==> config.mk <==
export PLATFORM = sky130hd
export DESIGN_NAME = dcache_miss_ctrl
export DESIGN_NICKNAME = d
export VERILOG_FILES = /design/src/rtl/dcache_miss_ctrl.sv
export SDC_FILE = /design/constraint.sdc
export NUM_CORES = 1
export LEC_CHECK = 0
export ABC_AREA = 1
export CORE_AREA = 4 4 251 253
export CTS_CLUSTER_SIZE = 14
export DETAILED_ROUTE_END_ITERATION = 7
export DIE_AREA = 0 0 255 257
export DONT_BUFFER_PORTS = 1
export GPL_TIMING_DRIVEN = 0
export MAX_ROUTING_LAYER = met4
export SLEW_MARGIN = 25
export SYNTH_ARGS = -nofsm -noshare
export SYNTH_HDL_FRONTEND = slang
export SYNTH_SLANG_ARGS = --single-unit
==> constraint.sdc <==
create_clock -name clock -period 1.8 [get_ports clock]
set_input_delay 0.36 -clock clock [delete_from_list [all_inputs] [get_ports clock]]
set_output_delay 0.36 -clock clock [all_outputs]
set_load 0.02 [all_outputs]
==> src/rtl/dcache_miss_ctrl.sv <==
// Blocking miss sequencer between the LSQ, dcache_mem and the memory port.
// DCACHE_WRITE_ALLOCATE_EN: store misses fill the line instead of writing around.
module dcache_miss_ctrl #(
    parameter int INDEX_BITS = 4,
    parameter int ADDR_BITS = 64,
    localparam int TAG_BITS = ADDR_BITS - 3 - INDEX_BITS
) (
    input  logic                  clock,
    input  logic                  reset,
    input  logic                  req_valid,
    input  logic                  req_is_store,
    input  logic [ADDR_BITS-1:0]  req_addr,
    input  logic [63:0]           req_data,
    output logic                  req_ready,
    output logic                  resp_valid,
    output logic [63:0]           resp_data,
    output logic [INDEX_BITS-1:0] cache_index,
    output logic [TAG_BITS-1:0]   cache_tag,
    output logic                  cache_rd_en,
    output logic                  cache_wr_en,
    output logic                  cache_fill,
    output logic [63:0]           cache_wr_data,
    output logic                  cache_wb_en,
    input  logic                  cache_hit,
    input  logic                  cache_dirty,
    input  logic [TAG_BITS-1:0]   cache_victim_tag,
    input  logic [63:0]           cache_rd_data,
    output logic [1:0]            mem_cmd,
    output logic [ADDR_BITS-1:0]  mem_addr,
    output logic [63:0]           mem_wdata,
    input  logic [3:0]            mem_response,
    input  logic [3:0]            mem_tag,
    input  logic [63:0]           mem_rdata
);

    localparam int BLK_BITS = ADDR_BITS - 3;

    localparam logic [2:0] IDLE    = 3'd0;
    localparam logic [2:0] LOOKUP  = 3'd1;
    localparam logic [2:0] WB      = 3'd2;
    localparam logic [2:0] LD_REQ  = 3'd3;
    localparam logic [2:0] LD_WAIT = 3'd4;
    localparam logic [2:0] FILL    = 3'd5;
    localparam logic [2:0] RESP    = 3'd6;

    localparam logic [1:0] CMD_NONE  = 2'd0;
    localparam logic [1:0] CMD_LOAD  = 2'd1;
    localparam logic [1:0] CMD_STORE = 2'd2;

    logic [2:0]          state;
    logic [BLK_BITS-1:0] blk_q;
    logic [63:0]         data_q;
    logic                is_store_q;
    logic [3:0]          tag_q;
    logic                mem_ack;
    logic                unused_offset;

    assign mem_ack = mem_response != 4'd0;
    assign unused_offset = ^req_addr[2:0];

    always_ff @(posedge clock or negedge reset) begin
        if (!reset) begin
            state      <= IDLE;
            blk_q      <= '0;
            data_q     <= '0;
            is_store_q <= 1'b0;
            tag_q      <= '0;
            resp_valid <= 1'b0;
            resp_data  <= '0;
        end else begin
            resp_valid <= 1'b0;
            resp_data  <= '0;
            case (state)
                IDLE: begin
                    if (req_valid) begin
                        blk_q      <= req_addr[ADDR_BITS-1:3];
                        data_q     <= req_data;
                        is_store_q <= req_is_store;
                        state      <= LOOKUP;
                    end
                end
                LOOKUP: begin
                    if (cache_hit) begin
                        if (!is_store_q)
                            data_q <= cache_rd_data;
                        state <= RESP;
                    end else begin
`ifdef DCACHE_WRITE_ALLOCATE_EN
                        if (cache_dirty)
                            state <= WB;
                        else
                            state <= is_store_q ? FILL : LD_REQ;
`else
                        // Store misses bypass the cache entirely: no victim eviction.
                        if (cache_dirty && !is_store_q)
                            state <= WB;
                        else
                            state <= LD_REQ;
`endif
                    end
                end
                WB: begin
                    if (mem_ack)
                        state <= is_store_q ? FILL : LD_REQ;
                end
                LD_REQ: begin
                    if (mem_ack) begin
                        if (is_store_q) begin
                            state <= RESP;
                        end else begin
                            tag_q <= mem_response;
                            state <= LD_WAIT;
                        end
                    end
                end
                LD_WAIT: begin
                    if (mem_tag != 4'd0 && mem_tag == tag_q) begin
                        data_q <= mem_rdata;
                        state  <= FILL;
                    end
                end
                FILL: state <= RESP;
                RESP: begin
                    resp_valid <= 1'b1;
                    resp_data  <= is_store_q ? 64'd0 : data_q;
                    tag_q      <= '0;
                    state      <= IDLE;
                end
                default: state <= IDLE;
            endcase
        end
    end

    assign req_ready     = state == IDLE;
    assign cache_index   = blk_q[INDEX_BITS-1:0];
    assign cache_tag     = blk_q[BLK_BITS-1:INDEX_BITS];
    assign cache_rd_en   = state == LOOKUP;
    assign cache_wb_en   = state == WB;
    assign cache_wr_data = data_q;
    assign cache_fill    = (state == FILL) && !is_store_q;
    assign cache_wr_en   = (state == FILL) ||
                           ((state == LOOKUP) && cache_hit && is_store_q);

    always_comb begin
        mem_cmd   = CMD_NONE;
        mem_addr  = '0;
        mem_wdata = '0;
        case (state)
            WB: begin
                mem_cmd   = CMD_STORE;
                mem_addr  = {cache_victim_tag, cache_index, 3'b000};
                mem_wdata = cache_rd_data;
            end
            LD_REQ: begin
                mem_cmd  = is_store_q ? CMD_STORE : CMD_LOAD;
                mem_addr = {blk_q, 3'b000};
                if (is_store_q)
                    mem_wdata = data_q;
            end
            default: ;
        endcase
    end

endmodule

-- Word-level counts from Yosys, hierarchy flattened
Cells that the tools add are included.
- flip-flop bits (word level): 198
- bits in latches: 0
- bits in writable memories: 0
- memory bits (read-only): 0
- input port bits: 327
- word-level logic and storage cells: 62
- memories: 0
- $add $sub $neg: 0
- multipliers: 0
- divide/modulo/power cells: 0
- order comparisons: 0
- eq/ne operators: 14
- shift operators: 0
- multiplexer cells: 25
- bitwise gates (word level): 0
- reduce and logical (&&, ||, !) cells: 16
- operator list (kind ; count):
    $mux 64 ; 7
    $pmux 64 s2 ; 2
    $pmux 64 s3 ; 1
    $mux 3 ; 6
    $pmux 3 s6 ; 1
    $ne 2x2->1 const B ; 5
    $eq 3x3->1 const B ; 3
    $mux 4 ; 2
    $pmux 4 s2 ; 1
    $reduce_bool 4->1 ; 2
    $eq 3x2->1 const B ; 2
    $logic_and 1x1->1 ; 5
    $reduce_and 5->1 ; 1
    $eq 4x4->1 ; 1
    $mux 2 ; 2
    $ne 2x1->1 const B ; 2
    $pmux 2 s2 ; 1
    $reduce_and 4->1 ; 1
    $eq 3x1->1 const B ; 1
    $logic_not 3->1 ; 1
    $reduce_and 3->1 ; 1
    $reduce_bool 3->1 ; 1
    $mux 1 ; 2
    $reduce_and 2->1 ; 1
    3 further kinds ; 3

-- Logic depth before layout (Yosys ltp)
Gate-level depths: netlist of run 1.
- depth in word-level cells: 5
- depth in mapped cells: 10
- gate-level depth less buffers: 9

-- Worst setup path before layout of run 1
No wires, ideal clock.
- path type: flip-flop to output port
- start point: register state[2]
- end point: output mem_wdata[14]
- arrival time: 1.669 ns
- required time: 1.440 ns
- slack: -0.229 ns
- cell stages (with the launch flop): 9
- buffers on the path: 3
- cell sequence: dfrtp_1 buf_4 inv_1 nand2_2 nor2_4 nand2_1 buf_2 clkbuf_1 o21ai_0
- longest elaborated chain between the ends: 2
- RTL lines (element ; line ; source):
    from (decl) ; 50 ; logic [2:0] state;
    from (signal assigned) ; 104 ; state <= is_store_q ? FILL : LD_REQ;
    $eq 3x2->1 ; 148 ; case (state)
    $pmux 64 s2 * ; 148 ;
    to (decl) ; 30 ; output logic [63:0] mem_wdata,
Every way passes the cells marked *; elsewhere a longest branch is shown, timed or not.

-- Final worst setup path of run 1
- start point: register state[0]
- end point: output mem_wdata[36]
The elaborated chain is that of the path after synthesis.

==> reports/metrics.cfg, run 1 <==
[timing]
hold_ws_ns=-0.433
min_period_ns=2.31
worstMarginPinSlew_ns=0.700
maxSlewViolCount=0
hold_viol=198
finClkSkew_ns=0.0182
setup_ws_ns=-0.513
setup_viol=223
rsz0062_at_grt=yes
timing.fmax_mhz=432
finalCritPeriodShare=1.28
max_slew_margin=0.532

[power_and_ir_drop]
switching_share=0.519
ir_worst_vdd_mv=0.696
pwr-share-comb=0.510
cellPowerDensity_nw_per_um2=1890
clkPwrFrac=0.141
p_seq_frac=0.348
switching_power_w=0.0151
leakage_nw=7.12
power.internal_w=0.0140

[routing]
vias_per_cell=4.68
firstDrtPassIters=6
ant_nets=0
drt-met1-wl_mm=21.5
drc_errors=0
wirelength_mm=62.3
wl_met2_mm=31.5
via_count=10200
top_layer=met4
wl_per_cell_um=28.7
first_iter_violations=993
wl_met3_mm=6.23

[setup_path]
crit_family=buffers and inverters
worstPathRequired_ns=1.44
arrival_ns=1.95
crit_buf_inv=5
end_kind=output pin
setup.worst_path.start_class=register
r2r_slack_ns=-0.35
crit_path_frequent_cell=buf_12
critical_path_depth=8
path_cells=inv_2, buf_12, nand2_8, inv_12, buf_12, buf_12, nand2_1, o21ai_4
ff2ff_path_depth=13
critPathMaxFanout=10
slowest_stage=dfrtp_1
critical_path_class=register to output pin
critPathMaxStageDelay_ns=0.43

[grt]
grt_pass1_wl_mm=81.5
grt_max_degree=199
gr-usage-all-layers=0.184
grt-ovfl-total=0
antenna_found_initial=21
first_global_vias=10500

[run]
drv_cap=0

[hold_path]
min_path_type=input port to async pin

[floorplan]
num_rows=91
io_pins=652
die-area_um2=65500
start_util=0.165
core_um2=61000
die_w_um=255
fp.dieH_um=257

[final_layout]
nNetsFinal=1684
layout_commonest_cell=nand2_1
drive_gt1_frac=0.307
final_cell_mix=nand2_1, nand3_1, dfrtp_1
area_delta_synth_final_pct=53.5
instances_no_fill=2174
nFillCells=6447

[cts]
h-tree-depth=4
clk_latency_ns=0.49
path_clk_slew_ns=0.08
clock_sinks=198
root_buffer=clkbuf_16
cts_tree=built
cts_made_buffers=17
cts_hold_buffers=66
clk_path_buf_depth=2

[synth]
yosysWarnings=0
ys_seq_elements=198
synth_area_leader_cell=dfrtp_1
netlist_instances=1215
synthesis.area_um2=10000
synth_top_area_frac=0.493
avgSynthCellArea_um2=8.26
ys_types=23
yosys-top-cells-area=dfrtp_1, nand2_1, nand3_1
ys_seq_area_frac=0.493

[place]
dpl.hpwl_mm=46.3
routabilityCongestion=0.940
port_buffers=0
dp_cells=2007

[outcome]
violations=negative hold slack, negative setup slack
outcome=finished with violations

==> logic make-up (layout without fill, tap and decap cells) <==
kind of cell | Yosys count | after routing | synth area share
AOI/OAI and AO/OA | 137 | 137 | 0.0906
other | 1 | 17 | 0.000373
buffers and inverters | 182 | 333 | 0.0835
muxes | 57 | 57 | 0.0639
DFF | 198 | 198 | 0.493
and+or+nand+nor | 640 | 642 | 0.268
==> power groups by stage <==
stage,Sequential (W),Combinational (W),Clock (W)
5_1_grt,0.0104,0.0160,0.00443
6_report,0.0101,0.0149,0.00412
4_1_cts,0.0101,0.0135,0.00431
3_3_place_gp,0.0101,0.0105,0
2_1_floorplan,0.00888,0.00775,0
3_5_place_dp,0.0101,0.0107,0
==> registers in the layout, indices dropped and copies added (netlist names) <==
register and flops:
state 3, cache_wr_data 64, is_store_q 1, resp_data 64, tag_q 4, blk_q 61, resp_valid 1
==> metal layers <==
layer | vias up | track usage
li1 | 4305 | -
met1 | 5018 | 0.183
met2 | 721 | 0.314
met3 | 128 | 0.0706
met4 | 0 | 0.0903
met5 | - | -
==> synth_stat cells <==
cell type  number
nor3_1          1
buf_2          52
buf_4           8
o21ai_1         5
dfrtp_1       198
nor2_4          3
o211ai_1        1
nand3_1       205
conb_1          1
inv_2           4
a22o_1         57
inv_1          88
nand2_2         2
o21ai_0        65
a21oi_1         7
buf_6           8
a21oi_2         2
clkbuf_1       19
nand2_1       347
nor2_1         80
nand4_1         2
mux2_2         57
buf_1           3
==> per-stage QoR <==
stage / setup TNS [ns] / power (W) / util / area [µm²] / setup WS (ns)
2_1_floorplan: -2.73 / 0.0166 / - / 10600 / -0.0625
3_3_place_gp: -138.10 / 0.0206 / 0.191 / 11600 / -1.20
3_5_place_dp: -141.86 / 0.0209 / 0.191 / 11600 / -1.23
4_1_cts: -81.65 / 0.0280 / 0.241 / 14700 / -0.648
5_1_grt: -101.66 / 0.0308 / 0.253 / 15400 / -0.608
6_report: -76.07 / 0.0291 / 0.253 / 15400 / -0.513
==> final cells by class <==
cell class | instances | area [µm²] | share of cell area
Multi-Input combinational cell | 839 | 5850 | 0.380
Sequential cell | 198 | 4960 | 0.322
Timing Repair Buffer | 121 | 1520 | 0.0987
Buffer | 88 | 1070 | 0.0697
Tap cell | 790 | 988 | 0.0641
Clock buffer | 18 | 429 | 0.0278
Inverter | 92 | 375 | 0.0244
Clock inverter | 14 | 179 | 0.0116
Antenna cell | 14 | 35.0 | 0.00227
==> what timing repair did <==
| item | in CTS | in global routing |
|---|---|---|
| endpoints found under the setup margin | 318 | 322 |
| cloned | 12 | 12 |
| resized for setup | 291 | 111 |
| pin swaps | 23 | 61 |
| buffers inserted | 25 | 13 |
| endpoints found under the hold margin | 264 | 198 |
==> worst paths after layout <==
| check | from | to |
|---|---|---|
| min in group clock | mem_response[0] | state[1]$_DFFE_PN0P_ |
| worst min register to register | tag_q[1]$_DFFE_PN0P_ | tag_q[1]$_DFFE_PN0P_ |
| max in group asynchronous | reset | state[1]$_DFFE_PN0P_ |
| worst max register to register | state[1]$_DFFE_PN0P_ | cache_wr_data[44]$_DFFE_PN0P_ |
| worst min-delay path | reset | resp_data[0]$_DFF_PN0_ |
| worst max-delay path | state[0]$_DFFE_PN0P_ | mem_wdata[36] |
No activity file was read; power rests on OpenSTA's default activity.
==> run 2: changes to the inputs <==
CORE_AREA = 2 2 257 259   (was 4 4 251 253)
DIE_AREA = 0 0 259 261   (was 0 0 255 257)
==> reports/metrics.cfg, run 2 (synthesized netlist as in run 1, its figures left out) <==
[timing]
worstMarginPinSlew_ns=0.574  ; -0.125 ns
finClkSkew_ns=0.0124  ; -0.00575 ns
hold_ws_ns=-0.443  ; -0.0105 ns
hold_viol=198  ; unchanged
setup_ws_ns=-0.529  ; -0.0160 ns
maxSlewViolCount=0  ; unchanged
max_slew_margin=0.617  ; +0.0853
rsz0062_at_grt=yes
finalCritPeriodShare=1.29  ; +0.00889
setup_viol=310  ; +39%
min_period_ns=2.33  ; +0.0160 ns
fin_tns_setup_ns=-87.08  ; -11.01 ns
timing.fmax_mhz=429  ; -0.69%

[routing]
top_layer=met4
wl_met3_mm=5.12  ; -18%
firstDrtPassIters=6  ; unchanged
first_iter_violations=729  ; -27%
wl_met2_mm=32.0  ; +1.8%
wl_per_cell_um=29.3  ; +2.3%
via_count=10100  ; -0.53%
vias_per_cell=4.48  ; -4.4%
drt-met1-wl_mm=25.6  ; +19%
wirelength_mm=66.3  ; +6.4%
ant_nets=0  ; unchanged
drc_errors=0  ; unchanged

[setup_path]
worstPathRequired_ns=1.44  ; about the same
arrival_ns=1.97  ; +0.02 ns
r2r_end=cache_wr_data[21]$_DFFE_PN0P_
critPathMaxFanout=10  ; unchanged
r2r_slack_ns=-0.33  ; +0.02 ns
crit_family=buffers and inverters
setup.worst_path.start_class=register
crit_buf_inv=3  ; -2
end_kind=output pin
crit_path_frequent_cell=nand2_4
ff2ff_path_depth=14  ; +1
critical_path_depth=7  ; -1
rr_startpoint=state[1]$_DFFE_PN0P_
critPathMaxStageDelay_ns=0.43  ; about the same
critical_path_class=register to output pin
path_cells=inv_4, nand2_4, nor2_4, nand2_4, buf_12, clkbuf_8, o21ai_4
slowest_stage=dfrtp_1

[cts]
cts_tree=built
clock_sinks=198  ; unchanged
clk_path_buf_depth=2  ; unchanged
cts_hold_buffers=65  ; -1.5%
cts_made_buffers=17  ; unchanged
path_clk_slew_ns=0.08  ; about the same
clk_latency_ns=0.49  ; about the same
h-tree-depth=4  ; unchanged
root_buffer=clkbuf_16

[final_layout]
drive_gt1_frac=0.341  ; +0.0342
nFillCells=6904  ; +7.1%
instances_no_fill=2261  ; +4.0%
nNetsFinal=1705  ; +1.2%
seqCellArea_um2=4960  ; about the same
final_cell_mix=nand2_1, dfrtp_1, nand3_1
layout_commonest_cell=nand2_1
multiInputGateArea_um2=6020  ; +2.8%
area_delta_synth_final_pct=61.2

[place]
dpl.hpwl_mm=46.8  ; +1.1%
dp_cells=2081  ; +3.7%
routabilityCongestion=0.925  ; -1.7%
dp_slack_ns=-1.24  ; -0.00793 ns
port_buffers=0  ; unchanged

[floorplan]
fp.dieH_um=261  ; +1.6%
core_um2=65000  ; +6.6%
start_util=0.154  ; -0.0101
io_pins=652  ; unchanged
die-area_um2=67600  ; +3.1%
num_rows=94  ; +3.3%
die_w_um=259  ; +1.6%

[outcome]
violations=negative hold slack, negative setup slack
outcome=finished with violations

[power_and_ir_drop]
cellPowerDensity_nw_per_um2=1960  ; +3.9%
ir_worst_vdd_mv=0.869  ; +25%
power_w=0.0318  ; +9.1%
leakage_nw=7.53  ; +5.8%

[run]
drv_cap=0  ; unchanged

[grt]
grt_pass1_wl_mm=84.6  ; +3.8%
antenna_found_initial=8  ; -62%
grt_max_degree=199  ; unchanged
gr-usage-all-layers=0.189  ; +0.00550
first_global_vias=10400  ; -0.51%
grt-ovfl-total=0  ; unchanged

[hold_path]
min_path_type=input port to async pin

[run 2: cell types whose count changed in the layout (fill, tap and decap cells not counted), moves of 8 or more]
| cell | change |
|---|---|
| buf_12 | +16 |
| buf_2 | -11 |
| buf_4 | +8 |
| nand3_2 | +14 |
| nand2_1 | -16 |
| nand2_4 | +21 |
| nand3_1 | -15 |
| diode_2 | -8 |
| buf_16 | +11 |
[run 2: power breakdown]
group / switching [W] / internal [W] / leakage, nW
clock: 0.00210 / 0.00199 / 0.279
combinational: 0.0102 / 0.00759 / 4.73
sequential: 0.00387 / 0.00601 / 2.52
[run 2: layout make-up]
class,instances,share of cell area
Tap cell,864,0.0668
Clock buffer,19,0.0274
Timing Repair Buffer,144,0.122
Inverter,92,0.0232
Buffer,87,0.0730
Sequential cell,198,0.306
Antenna cell,6,0.000928
Clock inverter,13,0.00858
Multi-Input combinational cell,838,0.372
[run 2: worst max path at each step]
stage | start | to | slack [ns]
floorplan | state[2]$_DFFE_PN0P_ | mem_wdata[14] | -0.06
finish | state[2]$_DFFE_PN0P_ | mem_wdata[42] | -0.53
detailed placement | state[2]$_DFFE_PN0P_ | mem_wdata[50] | -1.24
global placement | state[2]$_DFFE_PN0P_ | mem_wdata[50] | -1.25
CTS | state[2]$_DFFE_PN0P_ | mem_wdata[50] | -0.67
global route | state[2]$_DFFE_PN0P_ | mem_wdata[50] | -0.62
[run 2: per-layer routing]
metal | track usage | vias up
met5 | - | -
met3 | 0.0503 | 132
met2 | 0.310 | 617
li1 | - | 4328
met1 | 0.210 | 5041
met4 | 0.106 | 0
[run 2: metrics by stage]
step / area [µm²] / utilization
after floorplan: 10600 / -
after global placement: 11700 / 0.180
after detailed placement: 11700 / 0.180
after CTS: 15100 / 0.233
after global routing: 16200 / 0.249
final: 16200 / 0.249
[run 2: what timing repair did]
item | in CTS | in global routing
hold endpoints to repair | 263 | 198
resized for setup | 340 | 143
buffers inserted | 37 | 18
pin swaps | 44 | 29
gates cloned | 15 | 12
setup endpoints to repair | 329 | 321
==> run 3: changes to the inputs <==
ABC_AREA = not set   (was 1)
CORE_AREA = 2 2 254 256   (was 2 2 257 259)
DIE_AREA = 0 0 256 258   (was 0 0 259 261)
==> reports/metrics.cfg, run 3 <==
[synth]
async_flop_share=1.00  ; unchanged
avgSynthCellArea_um2=10.9  ; +32%
synth_edf_count=0  ; unchanged
synth_area_leader_cell=dfrtp_1
synthAdderAreaFrac=0  ; unchanged
synth_mux_area_frac=0.196  ; +0.132
ys_types=37  ; +61%
synth_compound_area_frac=0.156  ; +0.0650
synth.most_common_cell=dfrtp_1
ys_seq_area_frac=0.500  ; +0.00698
synth-xor-area-share=0.00265  ; +0.00265
yosys_most_used_dff=dfrtp_1
synth_top_area_frac=0.500  ; +0.00698
synth-simple-area-share=0.0762  ; -0.192
netlist_instances=909  ; -25%
synth_top_family_by_area=multiplexers
yosys-top-cells-area=dfrtp_1, mux2i_1, a22o_1
synthTopCellsByCount=dfrtp_1, a22o_1, mux2i_1
synthesis.area_um2=9900  ; -1.4%
yosysWarnings=0  ; unchanged
ys_seq_elements=198  ; unchanged

[routing]
ant_nets=0  ; unchanged
wl_per_cell_um=28.8  ; -1.8%
firstDrtPassIters=4  ; -2
wirelength_mm=56.6  ; -15%
first_iter_violations=543  ; -26%
via_count=8848  ; -13%
drc_errors=0  ; unchanged
vias_per_cell=4.50  ; +0.52%

[floorplan]
die-area_um2=66000  ; -2.3%
io_pins=652  ; unchanged
num_rows=93  ; -1.1%
die_w_um=256  ; -1.2%
fp.dieH_um=258  ; -1.1%
start_util=0.156  ; +0.00117
core_um2=63600  ; -2.1%

[setup_path]
arrival_ns=1.95  ; -0.02 ns
path_cells=clkbuf_16, and3_4, clkbuf_16, buf_12, a22o_4
end_kind=output pin
slowest_stage=dfrtp_2
critPathMaxFanout=5  ; -5
worstPathRequired_ns=1.44  ; about the same
crit_path_frequent_cell=clkbuf_16
crit_family=buffers and inverters
setup.worst_path.start_class=register
crit_buf_inv=3  ; unchanged
critPathMaxStageDelay_ns=0.43  ; about the same
critical_path_class=register to output pin

[timing]
finalCritPeriodShare=1.28  ; -0.0115
timing.fmax_mhz=433  ; +0.90%
worstMarginPinSlew_ns=0.788  ; +0.214 ns
rsz0062_at_grt=yes
hold_ws_ns=-0.431  ; +0.0125 ns
setup_ws_ns=-0.508  ; +0.0208 ns
max_slew_margin=0.470  ; -0.148
setup_viol=265  ; -15%
maxSlewViolCount=0  ; unchanged
min_period_ns=2.31  ; -0.0208 ns
finClkSkew_ns=0.0124  ; +0.00000430 ns
hold_viol=198  ; unchanged

[cts]
h-tree-depth=4  ; unchanged
cts_made_buffers=17  ; unchanged
clock_sinks=198  ; unchanged
clk_latency_ns=0.49  ; about the same
path_clk_slew_ns=0.08  ; about the same
root_buffer=clkbuf_16
cts_tree=built
cts_hold_buffers=66  ; +1.5%
clk_path_buf_depth=2  ; unchanged

[final_layout]
layout_commonest_cell=dfrtp_1
nNetsFinal=1418  ; -17%
drive_gt1_frac=0.448  ; +0.108
final_cell_mix=dfrtp_1, mux2i_1, inv_1
area_delta_synth_final_pct=64.8

[place]
dp_slack_ns=-1.26  ; -0.0225 ns
port_buffers=0  ; unchanged
dpl.hpwl_mm=38.1  ; -19%
routabilityCongestion=0.996  ; +7.7%

[power_and_ir_drop]
ir_worst_vdd_mv=1.25  ; +44%
power_w=0.0341  ; +7.3%
leakage_nw=7.31  ; -2.9%
cellPowerDensity_nw_per_um2=2090  ; +6.5%

[grt]
grt.met3_usage=0.0522  ; +0.00189
grt_max_degree=199  ; unchanged
grt-ovfl-total=0  ; unchanged
use_met1=0.166  ; -0.0434
gr-usage-all-layers=0.163  ; -0.0260
grt_pass1_wl_mm=73.4  ; -13%
met2_usage=0.274  ; -0.0353
grt_busiest_layer=met2
first_global_vias=9398  ; -9.8%
antenna_found_initial=16  ; +8

[run]
drv_cap=0  ; unchanged

[hold_path]
min_path_type=input port to async pin

[outcome]
outcome=finished with violations
violations=negative hold slack, negative setup slack

run 3: where the power goes:
| group | total (W) | internal, W | switching (W) |
|---|---|---|---|
| Combinational | 0.0192 | 0.00965 | 0.00952 |
| Sequential | 0.0106 | 0.00616 | 0.00448 |
| Clock | 0.00430 | 0.00227 | 0.00203 |
| Total | 0.0341 | 0.0181 | 0.0160 |
run 3: cell families (layout without fill, tap and decap cells):
logic type	Yosys count	count (layout)
AOI/OAI and AO/OA	208	208
xor gates and xnor gates	3	3
buffers and inverters	154	346
DFF	198	198
muxes	186	186
other	1	11
and+or+nand+nor	159	160
run 3: per-layer routing:
metal,wire (µm),vias up
met5,0,-
met4,3450,0
met3,4450,146
met2,28100,604
met1,20700,4455
li1,-,3643
run 3: timing repair:
action	CTS	global route
endpoints found under the hold margin	264	198
setup buffers	30	41
endpoints found under the setup margin	328	319
pin swaps	41	45
cloned	10	22
gates resized for setup	384	243
run 3: path summary, 6_finish.rpt:
kind | from | endpoint | slack (ns) | depth (start not counted)
max | state[0]$_DFFE_PN0P_ | mem_wdata[8] | -0.51 | 5
min reg2reg | tag_q[0]$_DFFE_PN0P_ | tag_q[0]$_DFFE_PN0P_ | 0.55 | 2
min | reset | resp_data[36]$_DFF_PN0_ | -0.43 | 0
max reg2reg | state[2]$_DFFE_PN0P_ | cache_wr_data[58]$_DFFE_PN0P_ | -0.45 | 9
min in group clock | req_data[54] | cache_wr_data[54]$_DFFE_PN0P_ | 0.07 | 2
max in group asynchronous | reset | state[0]$_DFFE_PN0P_ | 1.93 | 0
run 3: stage by stage:
step                utilization  cells  hold slack [ns]  setup TNS [ns]  area [µm²]
global route              0.256   1967           -0.480         -120.04       16300
floorplan                     -    911           0.0644          -0.532       10000
CTS                       0.230   1903           -0.490         -107.55       14700
detailed placement        0.175   1766           0.0701         -244.85       11100
finish                    0.256   1967           -0.431         -100.21       16300
global placement          0.175   1766           0.0716         -261.82       11100
run 3: layout make-up:
cell class              count  area (µm²)
fillers                  6563       47300
multi-input cells         560        6040
flip-flops and latches    198        4960
repair buffers            163        2160
plain buffers              81        1170
well taps                 855        1070
clock buffers              19         443
inverters                  70         263
clock inverters            13         183
diodes                      8        20.0
run 3: worst register-to-register path, cell delays in order, from the launching register on:
cell       delay (ns)
dfrtp_2          0.45
buf_4            0.15
buf_6            0.12
or3b_4           0.39
a211oi_4         0.24
nand3_4          0.13
buf_12           0.18
clkbuf_16        0.18
clkbuf_16        0.19
mux2i_1          0.12
